<file path="config.mk">
export PLATFORM = sky130hd
export DESIGN_NAME = rr_arbiter8
export DESIGN_NICKNAME = d
export VERILOG_FILES = /design/src/rtl/rr_arbiter8_pkg.sv /design/src/rtl/rr_pick8.sv /design/src/rtl/rr_arbiter8.sv
export SDC_FILE = /design/constraint.sdc
export NUM_CORES = 1
export LEC_CHECK = 0
export CAP_MARGIN = 30
export CORE_ASPECT_RATIO = 0.9
export CORE_MARGIN = 3
export CORE_UTILIZATION = 35
export DETAILED_ROUTE_END_ITERATION = 12
export SETUP_SLACK_MARGIN = 0.15
export SYNTH_ARGS = -nofsm -noshare
export SYNTH_HDL_FRONTEND = slang
export SYNTH_SLANG_ARGS = --single-unit
</file>
<file path="constraint.sdc">
create_clock -name clk -period 8.1 [get_ports clk]
set_clock_uncertainty 0.1 [all_clocks]
set_input_delay 1.62 -clock clk [delete_from_list [all_inputs] [get_ports clk]]
set_output_delay 1.62 -clock clk [all_outputs]
set_load 0.02 [all_outputs]
</file>
<file path="src/rtl/rr_arbiter8_pkg.sv">
// ---------------------------------------------------------------------------
// rr_arbiter8_pkg
//   Shared definitions for the 8-way round-robin arbiter: requester count,
//   grant code width and the FSM state encoding.
// ---------------------------------------------------------------------------
package rr_arbiter8_pkg;

    localparam int N_REQ = 8;
    localparam int CW    = $clog2(N_REQ);

    typedef enum logic {
        ST_IDLE = 1'b0,
        ST_BUSY = 1'b1
    } state_t;

endpackage

</file>
<file path="src/rtl/rr_pick8.sv">
// ---------------------------------------------------------------------------
// rr_pick8
//   Combinational round-robin picker. Finds the first set request at or
//   after ptr, wrapping modulo 8.
// Ports
//   req      in   8  request vector, bit i = requester i
//   ptr      in   3  highest-priority index
//   win_code out  3  index of the winning requester (valid when any=1)
//   any      out  1  at least one request present
// ---------------------------------------------------------------------------
module rr_pick8
    import rr_arbiter8_pkg::*;
(
    input  logic [N_REQ-1:0] req,
    input  logic [CW-1:0]    ptr,
    output logic [CW-1:0]    win_code,
    output logic             any
);

    logic [CW-1:0] offset;

    // Scanning the rotated vector from the top down leaves the lowest set
    // offset in place, i.e. a fixed-priority encoder with bit 0 highest.
    // The 3-bit index arithmetic wraps naturally, which does the rotation.
    always_comb begin
        // NOTE: every variable assigned in always_comb gets a default first,
        // otherwise a path that skips the assignment infers a latch.
        offset = '0;
        for (int i = N_REQ - 1; i >= 0; i--) begin
            if (req[ptr + CW'(i)]) begin
                offset = CW'(i);
            end
        end
    end

    assign win_code = ptr + offset;
    assign any      = |req;

endmodule

</file>
<file path="src/rtl/rr_arbiter8.sv">
// ---------------------------------------------------------------------------
// rr_arbiter8
//   Round-robin arbiter sharing one downstream resource among 8 requesters.
//   The requester just served drops to lowest priority; a hold timeout
//   revokes a grant held for MAX_HOLD cycles (MAX_HOLD=0 disables it).
// Ports
//   clk       in   1  clock, rising edge
//   rst_n     in   1  asynchronous active-low reset
//   en        in   1  arbitration enable, gates new grants only
//   req       in   8  request vector
//   done      in   1  current holder finished (single-cycle pulse)
//   gnt       out  8  registered one-hot grant
//   gnt_code  out  3  binary index of the granted requester
//   gnt_valid out  1  |gnt
//   idle      out  1  FSM in IDLE and no grant outstanding
//   timeout   out  1  one-cycle pulse when a grant is revoked by MAX_HOLD
// ---------------------------------------------------------------------------
module rr_arbiter8
    import rr_arbiter8_pkg::*;
#(
    parameter int MAX_HOLD = 16
) (
    input  logic             clk,
    input  logic             rst_n,
    input  logic             en,
    input  logic [N_REQ-1:0] req,
    input  logic             done,
    output logic [N_REQ-1:0] gnt,
    output logic [CW-1:0]    gnt_code,
    output logic             gnt_valid,
    output logic             idle,
    output logic             timeout
);

    // A zero-width counter is illegal, so keep one bit when the timeout is off.
    localparam int            HW       = (MAX_HOLD > 0) ? $clog2(MAX_HOLD + 1) : 1;
    localparam logic [HW-1:0] HOLD_LIM = HW'(MAX_HOLD);

    state_t           state_q, state_d;
    logic [CW-1:0]    ptr_q, ptr_d;
    logic [HW-1:0]    hold_q, hold_d;
    logic [N_REQ-1:0] gnt_q, gnt_d;
    logic [CW-1:0]    code_q, code_d;
    logic             timeout_q, timeout_d;

    logic [CW-1:0]    win_code;
    logic             any_req;
    logic             rel_done, rel_drop, rel_tmo;

    rr_pick8 u_pick (
        .req      (req),
        .ptr      (ptr_q),
        .win_code (win_code),
        .any      (any_req)
    );

    // Release causes, only acted on in BUSY.
    assign rel_done = done;
    assign rel_drop = ~req[code_q];
    assign rel_tmo  = (MAX_HOLD != 0) && (hold_q == HOLD_LIM);

    always_comb begin
        state_d   = state_q;
        ptr_d     = ptr_q;
        hold_d    = hold_q;
        gnt_d     = gnt_q;
        code_d    = code_q;
        timeout_d = 1'b0;

        case (state_q)
            ST_IDLE: begin
                if (en && any_req) begin
                    state_d = ST_BUSY;
                    gnt_d   = N_REQ'(1) << win_code;
                    code_d  = win_code;
                    hold_d  = HW'(1);
                end
            end
            ST_BUSY: begin
                if (rel_done || rel_drop || rel_tmo) begin
                    state_d   = ST_IDLE;
                    gnt_d     = '0;
                    code_d    = '0;
                    hold_d    = '0;
                    // Served requester drops to lowest priority; 7 wraps to 0.
                    ptr_d     = code_q + CW'(1);
                    // Pulse only when the hold limit alone forced the release.
                    timeout_d = rel_tmo && !rel_done && !rel_drop;
                end else if ((MAX_HOLD != 0) && (hold_q != HOLD_LIM)) begin
                    hold_d = hold_q + HW'(1);
                end
            end
            default: state_d = ST_IDLE;
        endcase
    end

    // NOTE: sequential state uses non-blocking assignments so every register
    // samples pre-edge values and simulation matches the synthesized flops.
    always_ff @(posedge clk or negedge rst_n) begin
        if (!rst_n) begin
            state_q   <= ST_IDLE;
            ptr_q     <= '0;
            hold_q    <= '0;
            gnt_q     <= '0;
            code_q    <= '0;
            timeout_q <= 1'b0;
        end else begin
            state_q   <= state_d;
            ptr_q     <= ptr_d;
            hold_q    <= hold_d;
            gnt_q     <= gnt_d;
            code_q    <= code_d;
            timeout_q <= timeout_d;
        end
    end

    assign gnt       = gnt_q;
    assign gnt_code  = code_q;
    assign gnt_valid = |gnt_q;
    assign idle      = (state_q == ST_IDLE) && !gnt_valid;
    assign timeout   = timeout_q;

endmodule

</file>
==> out/metrics.cfg <==
[status]
outcome = completed

[logic_synthesis]
ys_ff_latch = 21
avgSynthCellArea_um2 = 9.96
netlist.area_leader.share_pct = 28.5
synth_top_flop_cell = dfrtp_1
synth_common_cells = dfrtp_1 (21), nand3_1 (21), nand2_1 (20)
yosys.area.top_type = dfrtp_1
synth_cells = 185
syn_area_um2 = 1840
synth_edf_count = 0
synth.distinct_cells = 45
yosysWarnings = 0
synth_nets = 204
synth.yosys.seq_area_share_pct = 28.5
yosys-top-cells-area = dfrtp_1 (29%), mux4_2 (11%), mux4_1 (7.1%)
async_reset_ff_share_pct = 100

[sta]
fin_crit_sh_pct = 61.7
setup_violations = 0
period_minus_slack_ps = 4990
slew_headroom_pct = 55.5
fmax_ghz = 0.200
hold_viol = 0
setup_tns_ps = 0
setup_ws_ps = 3110
tightestPinTransition_ps = 668
rsz0062_at_grt = false
finalMaxSlewViolations = 0

[clock_network]
clk_pin_slew_worst_paths_ps = 80
cts_setup_buffers = 0
cts_hold_buf = 0
clk_latency_ps = 260
cts_tree = yes
cts_resized = 0
clock_sinks = 21
numCtsBuffers = 3
clock-root-buffer = clkbuf_8
clk_path_buf_depth = 2
cts-htree-levels = 1

[routing]
vias_per_cell = 5.44
antenna_left = 0
drc_errors = 0
routed_wl_um = 4040
first_pass_iters = 4
wl_per_cell_um = 15.0
drtIter0Drc = 103
vias = 1469

[critical_path]
crit_arrival_ps = 5100
worstPathRequired_ps = 8200
setup.worst_path.class = primary input to flop
critPathMaxFanout = 11
endpoint_kind = flop
reg2reg_slack_ps = 3770
start_kind = primary input

[die]
pin_count = 26
initial_core_util_pct = 37.2
core_area_um2 = 4950
die_w_um = 82.5
die_h_um = 74.8
dieArea_um2 = 6170
rows = 24

[grt]
track_usage_pct = 15.1
first_global_vias = 1486
grt_overflow = 0
antenna_found_initial = 0
grt_max_degree = 20
grt_pass1_wl_um = 7200

[power]
clockPowerShare_pct = 7.6
ir_drop_mv = 0.170
p_comb_share_pct = 71.5
intPower_w = 0.000469
p_leak_nw = 0.896
seq_power_share_pct = 20.9
p_sw_share_pct = 49.1
p_per_area_nw_per_um2 = 421
netSwitchingPower_w = 0.000452

[finish]
nets = 225
diodes = 0
area.growth.synth_to_final_pct = 18.7
drive_gt1_share_pct = 11.7

[flow_run]
maxCapViolations = 0

[placement]
gp_congestion = 0.827
dpl.hpwl_um = 3110
dp_slack_ps = 2840
io_buffers = 25

[min_path]
hold_class = flop to flop

[flip-flops by register name, indices dropped and copies added, names as in the netlist]
signal	cells
ptr_q	3
timeout	1
gnt	8
gnt_code	3
state_q	1
hold_q	5
[power by group through the flow]
stage / combinational (W) / sequential [W] / clock (W)
2_1_floorplan: 0.000550 / 0.000172 / 0
3_3_place_gp: 0.000652 / 0.000194 / 0
3_5_place_dp: 0.000658 / 0.000195 / 0
4_1_cts: 0.000662 / 0.000193 / 0.0000736
5_1_grt: 0.000734 / 0.000200 / 0.0000761
6_report: 0.000659 / 0.000192 / 0.0000699
[layout by cell type (no fill, tap or decap), drive strengths merged, types with 6 or more instances in the layout]
master and count:
mux4 14, nand2 20, inv 10, clkdlybuf4s50 25, o21ai 13, nand3 22, mux2i 8, ha 6
nor2 13, dfrtp 21
[through the flow]
step / cells / total power [W] / utilization (%) / cell area (µm²) / hold WS (ps)
global placement: 265 / 0.000846 / 42.7 / 2110 / 411
detailed placement: 266 / 0.000853 / 43.2 / 2140 / 413
floorplan: 185 / 0.000722 / - / 1840 / 393
CTS: 270 / 0.000928 / 44.1 / 2190 / 435
finish: 270 / 0.000920 / 44.1 / 2190 / 427
global route: 270 / 0.00101 / 44.1 / 2190 / 467
[worst max-delay path: stages]
cell and delay (ps):
clkdlybuf4s50_1 520, mux4_2 530, mux2_2 300, nand2b_1 330
a32o_1 290, a22oi_1 220, fa_1 520, or3_1 400
nor2_1 140, nand3_1 100, nand3_1 120
[worst paths after layout]
kind,endpoint,from,cells after the start
min in group asynchronous,gnt[5]$_DFFE_PN0P_,rst_n,1
max in group asynchronous,ptr_q[0]$_DFFE_PN0P_,rst_n,2
setup / recovery,gnt[2]$_DFFE_PN0P_,req[3],11
setup reg to reg,gnt[2]$_DFFE_PN0P_,ptr_q[0]$_DFFE_PN0P_,12
hold / removal,hold_q[2]$_DFFE_PN0P_,hold_q[2]$_DFFE_PN0P_,1
hold reg to reg,hold_q[2]$_DFFE_PN0P_,hold_q[2]$_DFFE_PN0P_,1
[routing by layer]
| metal | up-vias | track usage [%] | share of wire [%] |
|---|---|---|---|
| met4 | 0 | 2.95 | 0.62 |
| li1 | 730 | - | - |
| met2 | 30 | 22.8 | 45 |
| met3 | 2 | 3.11 | 4.0 |
| met5 | - | 0 | 0 |
| met1 | 707 | 22.6 | 51 |
[kinds of logic after synthesis]
family | synth area share [%]
AO/OA/AOI/OAI | 11.8
XOR/XNOR | 3.33
adder cells (fa/ha/maj) | 5.16
buffers and inverters | 5.30
flip-flops | 28.5
multiplexers | 25.0
AND/OR/NAND/NOR | 20.9
[cell type report]
cell class | count | area [µm²]
well taps | 65 | 81.3
repair buffers | 26 | 278
flip-flops and latches | 21 | 526
clock buffers | 4 | 45.0
fillers | 487 | 2770
inverters | 10 | 37.5
multi-input cells | 144 | 1220
No activity file was read; power rests on OpenSTA's default activity.
